--- src/rtl/mem_port_arbiter_pkg.sv ---
// Shared definitions for the data-memory port arbiter: mode encodings, port IDs, default widths.
// No logic; latency and backpressure are defined by the modules that import it.
package mem_port_arbiter_pkg;

  localparam int ADDR_W_DEF = 14;
  localparam int DATA_W_DEF = 32;

  typedef enum logic [1:0] {
    BOOT  = 2'd0,
    RUN   = 2'd1,
    DRAIN = 2'd2
  } mode_e;

  localparam logic PORT_CPU = 1'b0;
  localparam logic PORT_LD  = 1'b1;

endpackage

--- src/rtl/mem_arb_core.sv ---
// Two-port arbitration and memory command mux; no mode state, purely combinational.
// Latency: grant and mem_* in the same cycle as the request; the losing port sees gnt=0 and retries.
module mem_arb_core
  import mem_port_arbiter_pkg::*;
#(
  parameter int ADDR_W = ADDR_W_DEF,
  parameter int DATA_W = DATA_W_DEF
) (
  input  logic              cpu_en,
  input  logic              ld_en,
  input  logic              cpu_first,
  input  logic              cpu_req,
  input  logic              cpu_we,
  input  logic [ADDR_W-1:0] cpu_addr,
  input  logic [DATA_W-1:0] cpu_wdata,
  input  logic              ld_req,
  input  logic              ld_we,
  input  logic [ADDR_W-1:0] ld_addr,
  input  logic [DATA_W-1:0] ld_wdata,
  output logic              cpu_gnt,
  output logic              ld_gnt,
  output logic              mem_en,
  output logic              mem_we,
  output logic [ADDR_W-1:0] mem_addr,
  output logic [DATA_W-1:0] mem_wdata
);

  logic cpu_vld;
  logic ld_vld;

  assign cpu_vld = cpu_en & cpu_req;
  assign ld_vld  = ld_en & ld_req;

  // cpu_first only matters when both ports are eligible in the same cycle
  assign cpu_gnt = cpu_vld & (~ld_vld | cpu_first);
  assign ld_gnt  = ld_vld & ~cpu_gnt;

  always_comb begin
    mem_en    = 1'b0;
    mem_we    = 1'b0;
    mem_addr  = '0;
    mem_wdata = '0;
    if (cpu_gnt) begin
      mem_en    = 1'b1;
      mem_we    = cpu_we;
      mem_addr  = cpu_addr;
      mem_wdata = cpu_wdata;
    end else if (ld_gnt) begin
      mem_en    = 1'b1;
      mem_we    = ld_we;
      mem_addr  = ld_addr;
      mem_wdata = ld_wdata;
    end
  end

endmodule

--- src/rtl/mem_port_arbiter.sv ---
// Boot/run/drain mode machine sharing data memory between CPU and loader; MEM_ARB_RR_EN selects round-robin conflicts.
// Latency: 0-cycle grant, 1-cycle gnt->rvalid; losers and ports barred by the mode simply see gnt=0 until served.
module mem_port_arbiter
  import mem_port_arbiter_pkg::*;
#(
  parameter int ADDR_W = ADDR_W_DEF,
  parameter int DATA_W = DATA_W_DEF
) (
  input  logic              clock,
  input  logic              reset,
  input  logic              reload_req,
  input  logic              ld_done,
  input  logic              cpu_req,
  input  logic              cpu_we,
  input  logic [ADDR_W-1:0] cpu_addr,
  input  logic [DATA_W-1:0] cpu_wdata,
  input  logic              ld_req,
  input  logic              ld_we,
  input  logic [ADDR_W-1:0] ld_addr,
  input  logic [DATA_W-1:0] ld_wdata,
  input  logic [DATA_W-1:0] mem_rdata,
  output logic              cpu_gnt,
  output logic              ld_gnt,
  output logic              cpu_rvalid,
  output logic              ld_rvalid,
  output logic [DATA_W-1:0] rdata,
  output logic              mem_en,
  output logic              mem_we,
  output logic [ADDR_W-1:0] mem_addr,
  output logic [DATA_W-1:0] mem_wdata,
  output logic              cpu_hold,
  output logic [1:0]        mode,
  output logic [ADDR_W-1:0] ld_count
);

  mode_e             state;
  mode_e             state_nxt;
  logic              cpu_pend;
  logic              ld_pend;
  logic              cpu_pend_nxt;
  logic              ld_pend_nxt;
  logic              cpu_en;
  logic              ld_en;
  logic              cpu_first;
  logic [ADDR_W-1:0] cnt;

  // Reset gates the enables so nothing is granted while it is held
  assign cpu_en = ~reset & (state == RUN);
  assign ld_en  = ~reset & ((state == BOOT) | (state == RUN));

`ifdef MEM_ARB_RR_EN
  logic last_winner;

  assign cpu_first = (last_winner == PORT_LD);

  always_ff @(posedge clock) begin
    if (reset) begin
      last_winner <= PORT_LD;
    end else if (cpu_en & ld_en & cpu_req & ld_req) begin
      last_winner <= cpu_gnt ? PORT_CPU : PORT_LD;
    end
  end
`else
  assign cpu_first = 1'b1;
`endif

  mem_arb_core #(
    .ADDR_W (ADDR_W),
    .DATA_W (DATA_W)
  ) u_core (
    .cpu_en    (cpu_en),
    .ld_en     (ld_en),
    .cpu_first (cpu_first),
    .cpu_req   (cpu_req),
    .cpu_we    (cpu_we),
    .cpu_addr  (cpu_addr),
    .cpu_wdata (cpu_wdata),
    .ld_req    (ld_req),
    .ld_we     (ld_we),
    .ld_addr   (ld_addr),
    .ld_wdata  (ld_wdata),
    .cpu_gnt   (cpu_gnt),
    .ld_gnt    (ld_gnt),
    .mem_en    (mem_en),
    .mem_we    (mem_we),
    .mem_addr  (mem_addr),
    .mem_wdata (mem_wdata)
  );

  assign cpu_pend_nxt = cpu_gnt & ~cpu_we;
  assign ld_pend_nxt  = ld_gnt & ~ld_we;

  always_comb begin
    state_nxt = state;
    case (state)
      BOOT:    if (ld_done && !ld_gnt) state_nxt = RUN;
      RUN:     if (reload_req) state_nxt = DRAIN;
      // DRAIN issues no grants, so the read in flight is delivered this cycle
      DRAIN:   if (!(cpu_pend_nxt || ld_pend_nxt)) state_nxt = BOOT;
      default: state_nxt = BOOT;
    endcase
  end

  always_ff @(posedge clock) begin
    if (reset) begin
      state    <= BOOT;
      cpu_pend <= 1'b0;
      ld_pend  <= 1'b0;
      cnt      <= '0;
    end else begin
      state    <= state_nxt;
      cpu_pend <= cpu_pend_nxt;
      ld_pend  <= ld_pend_nxt;
      if (state == DRAIN && state_nxt == BOOT) begin
        cnt <= '0;
      end else if (state == BOOT && ld_gnt && ld_we && cnt != '1) begin
        cnt <= cnt + 1'b1;
      end
    end
  end

  assign cpu_rvalid = cpu_pend & ~reset;
  assign ld_rvalid  = ld_pend & ~reset;
  assign rdata      = mem_rdata;
  assign cpu_hold   = (state != RUN);
  assign mode       = state;
  assign ld_count   = cnt;

endmodule
--- config.mk ---
export PLATFORM = sky130hd
export DESIGN_NAME = mem_port_arbiter
export DESIGN_NICKNAME = d
export VERILOG_FILES = /design/src/rtl/mem_port_arbiter_pkg.sv /design/src/rtl/mem_arb_core.sv /design/src/rtl/mem_port_arbiter.sv
export SDC_FILE = /design/constraint.sdc
export NUM_CORES = 1
export LEC_CHECK = 0
export ABC_AREA = 1
export ABC_CLOCK_PERIOD_IN_PS = 2300
export CELL_PAD_IN_SITES_DETAIL_PLACEMENT = 1
export CELL_PAD_IN_SITES_GLOBAL_PLACEMENT = 1
export CORE_MARGIN = 5
export CORE_UTILIZATION = 16
export CTS_BUF_LIST = sky130_fd_sc_hd__clkbuf_16
export CTS_CLUSTER_DIAMETER = 120
export DETAILED_ROUTE_END_ITERATION = 8
export PLACE_DENSITY = 0.82
export SKIP_CTS_REPAIR_TIMING = 1
export SYNTH_ARGS = -nofsm -noshare
export SYNTH_HDL_FRONTEND = slang
export SYNTH_SLANG_ARGS = --single-unit
--- constraint.sdc ---
create_clock -name clock -period 2.3 [get_ports clock]
set_input_delay 0.69 -clock clock [delete_from_list [all_inputs] [get_ports clock]]
set_output_delay 0.69 -clock clock [all_outputs]
set_load 0.05 [all_outputs]
==> flow_summary.json <==
{
  "drive_gt1_share_pct": 41.4,
  "drt_drc_violations_left": 0,
  "endpoints_failing_hold": 0,
  "drt_wl_total_mm": 11.5,
  "post-synth-top-area-fraction_pct": 21.9,
  "grt_max_degree": 36,
  "timing.max_cap.violations": 0,
  "layout.filler_cells": 1258,
  "dpl_worst_slack_ps": -589,
  "final_period_minus_worst_setup_slack_ps": 2540,
  "drt-pass1-iter-count": 4,
  "synth-edff-count": 0,
  "chipHeight_um": 117,
  "synth.largest_area_cell": "sky130_fd_sc_hd__a22o_1",
  "numClockSinks": 18,
  "peakVddDrop_mv": 0.234,
  "ant_nets": 0,
  "wire_length_of_the_first_global_routing_pass_mm": 15.2,
  "die_area_um2": 13700,
  "detailedRoute.firstIterationViolations": 75,
  "clk_pin_slew_ps": 50,
  "worstPathRequired_ps": 1610,
  "final_count_of_negative_setup_slack_endpoints": 48,
  "dp_cells": 535,
  "slew_viol_final": 0,
  "nNetsFinal": 537,
  "clk_lat_worst_skew_ps": 250,
  "port-buffer-count": 168,
  "worst_setup_path_end_kind": "output pin",
  "ioPinCount": 233,
  "grt_antenna_before_repair": 0,
  "wl_per_cell_um": 21.0,
  "chipWidth_um": 117,
  "post-layout-total-power_mw": 1.56,
  "grt-ovfl-total": 0,
  "leakage_nw": 1.96,
  "multi_input_area_um2": 1460,
  "placementRows": 39,
  "cts_tree": "yes",
  "rsz_0062_raised_after_global_routing": "true",
  "start_kind": "primary input",
  "pwr_density_cell_nw_per_um2": 337,
  "maxClockFrequency_mhz": 393,
  "transition_time_of_the_tightest_slew_check_pin_ps": 599,
  "cts.htree.levels": 1,
  "failed_checks": "negative setup slack",
  "dominantRegCellSynth": "sky130_fd_sc_hd__dfxtp_1",
  "area.sequential_um2": 362,
  "worst_ep_arrival_time_ps": 1850,
  "synthesis.area_um2": 1840,
  "synthCells": 251,
  "clockRootBuffer": "sky130_fd_sc_hd__clkbuf_16",
  "ys_seq_area_share_pct": 19.6,
  "cts_inserted_buffers": 3,
  "ys_types": 25,
  "antenna_cells_inserted": 0,
  "setup_slack_ps": -244,
  "floorplan.initialDensity_pct": 16.2,
  "worst_setup_path_endpoint": "mem_wdata[20]",
  "post-dp-hpwl_mm": 9.35,
  "reg2reg_to": "ld_count[11]",
  "post_layout_nonfiller_instances": 546,
  "detail_route.vias_per_cell": 4.40,
  "period_share_pct": 111,
  "worstPathMaxFanout": 8,
  "vias": 2404,
  "synth.net_count": 384,
  "fin_skew_ps": 2.61,
  "worstSetupPathType": "primary input to output pin",
  "final_core_util_pct": 40.8,
  "setup.reg_to_reg.worst_slack_ps": 370,
  "ctsLongestPathBuffers": 2,
  "r2r_cells": 7,
  "worstSetupStartpoint": "reset",
  "setup_total_negative_slack_ps": -10260,
  "synth.top_cells.by_area": "sky130_fd_sc_hd__a22o_1 22%, sky130_fd_sc_hd__dfxtp_1 20%, sky130_fd_sc_hd__buf_4 13%",
  "ys_ff_latch": 18,
  "status": "complete, but fails checks",
  "holdCritPathClass": "flip-flop to flip-flop",
  "postSynthAreaPerCell_um2": 7.31,
  "area_delta_synth_final_pct": 152,
  "relSlewSlack_pct": 60.1,
  "yosysWarnings": 0,
  "fp.coreArea_um2": 11300,
  "first_global_vias": 2576,
  "ys_async_sr_fraction_pct": 0,
  "gp_congestion": 0.785,
  "worstReg2RegStart": "ld_count[0]",
  "global_route.usage.total_pct": 14.5
}
[flip-flops by register name, indices dropped and copies added (netlist names)]
register	flops
cpu_pend	1
mode	2
ld_count	14
ld_pend	1
[Yosys cell counts, types with 5 or more instances]
library cell and instances:
sky130_fd_sc_hd__nor2_1 18, sky130_fd_sc_hd__buf_6 6, sky130_fd_sc_hd__buf_4 33, sky130_fd_sc_hd__nand2_1 52, sky130_fd_sc_hd__nand3_1 6, sky130_fd_sc_hd__a21oi_2 10
sky130_fd_sc_hd__nand4_1 7, sky130_fd_sc_hd__dfxtp_1 18, sky130_fd_sc_hd__a22o_1 46, sky130_fd_sc_hd__inv_1 19, sky130_fd_sc_hd__buf_2 5
[power by group]
group          internal, mW  leakage (nW)  switching [mW]  total [mW]
logic                 0.475          1.78           0.412       0.888
clock network         0.231        0.0385           0.118       0.349
registers             0.317         0.146         0.00559       0.323
total                  1.02          1.96           0.536        1.56
[layout by cell type, fill, tap and decap left out, drive strengths merged, types with 3 or more instances in the layout]
| master | count |
|---|---|
| nand3 | 8 |
| inv | 20 |
| buf | 92 |
| o21ai | 3 |
| a21oi | 14 |
| dfxtp | 18 |
| clkbuf | 5 |
| clkdlybuf4s50 | 97 |
| xnor2 | 3 |
| nand2 | 57 |
| xor2 | 4 |
| nand4 | 7 |
| nor2 | 23 |
| a22o | 46 |
[layout make-up]
| type | instances | share of cell area (%) |
|---|---|---|
| well taps | 143 | 3.87 |
| repair buffers | 193 | 53.1 |
| flip-flops and latches | 18 | 7.82 |
| clock inverters | 1 | 0.0812 |
| clock buffers | 3 | 1.62 |
| multi-input cells | 167 | 31.5 |
| inverters | 21 | 2.03 |
[how the worst min path moves through the flow]
stage                       startpoint  depth (start not counted)      endpoint  slack, ps
final                      ld_count[0]                          2   ld_count[0]        540
after global routing       ld_count[4]                          2   ld_count[4]        570
after CTS                  ld_count[3]                          2   ld_count[3]        550
after detailed placement   ld_count[4]                          2   ld_count[4]        540
after global placement     ld_count[1]                          2   ld_count[1]        510
after floorplan           ld_count[13]                          2  ld_count[13]        710
[cell families after synthesis]
logic type | count (synthesis) | synth area share (%)
buffers and inverters | 66 | 23.0
XOR/XNOR | 7 | 3.34
AND/OR/NAND/NOR | 96 | 24.5
flip-flops | 18 | 19.6
AO/OA/AOI/OAI | 63 | 28.8
adder cells (fa/ha/maj) | 1 | 0.682
[per-stage QoR]
stage	instance area, µm²	hold WS (ps)
floorplan	2170	714
global placement	4330	514
detailed placement	4330	542
CTS	4410	545
global route	4620	569
finish	4620	539
[worst max-delay path, cell delays in order]
cell and delay, ps:
sky130_fd_sc_hd__buf_8 100, sky130_fd_sc_hd__nor2_4 150, sky130_fd_sc_hd__nand3_4 130, sky130_fd_sc_hd__nand3_4 120, sky130_fd_sc_hd__clkinv_8 100, sky130_fd_sc_hd__clkbuf_16 170, sky130_fd_sc_hd__a22o_4 230, sky130_fd_sc_hd__buf_12 150
[metal layers]
layer | global-route usage, % | up-vias | wire length (µm) | share of wire, %
li1 | - | 1128 | - | -
met1 | 15.4 | 1138 | 4110 | 36
met2 | 28.0 | 128 | 6000 | 52
met3 | 4.83 | 10 | 1190 | 10
met4 | 2.45 | 0 | 180 | 1.6
met5 | 0 | - | 0 | 0
Note: power is estimated with default switching activity, not from simulation.
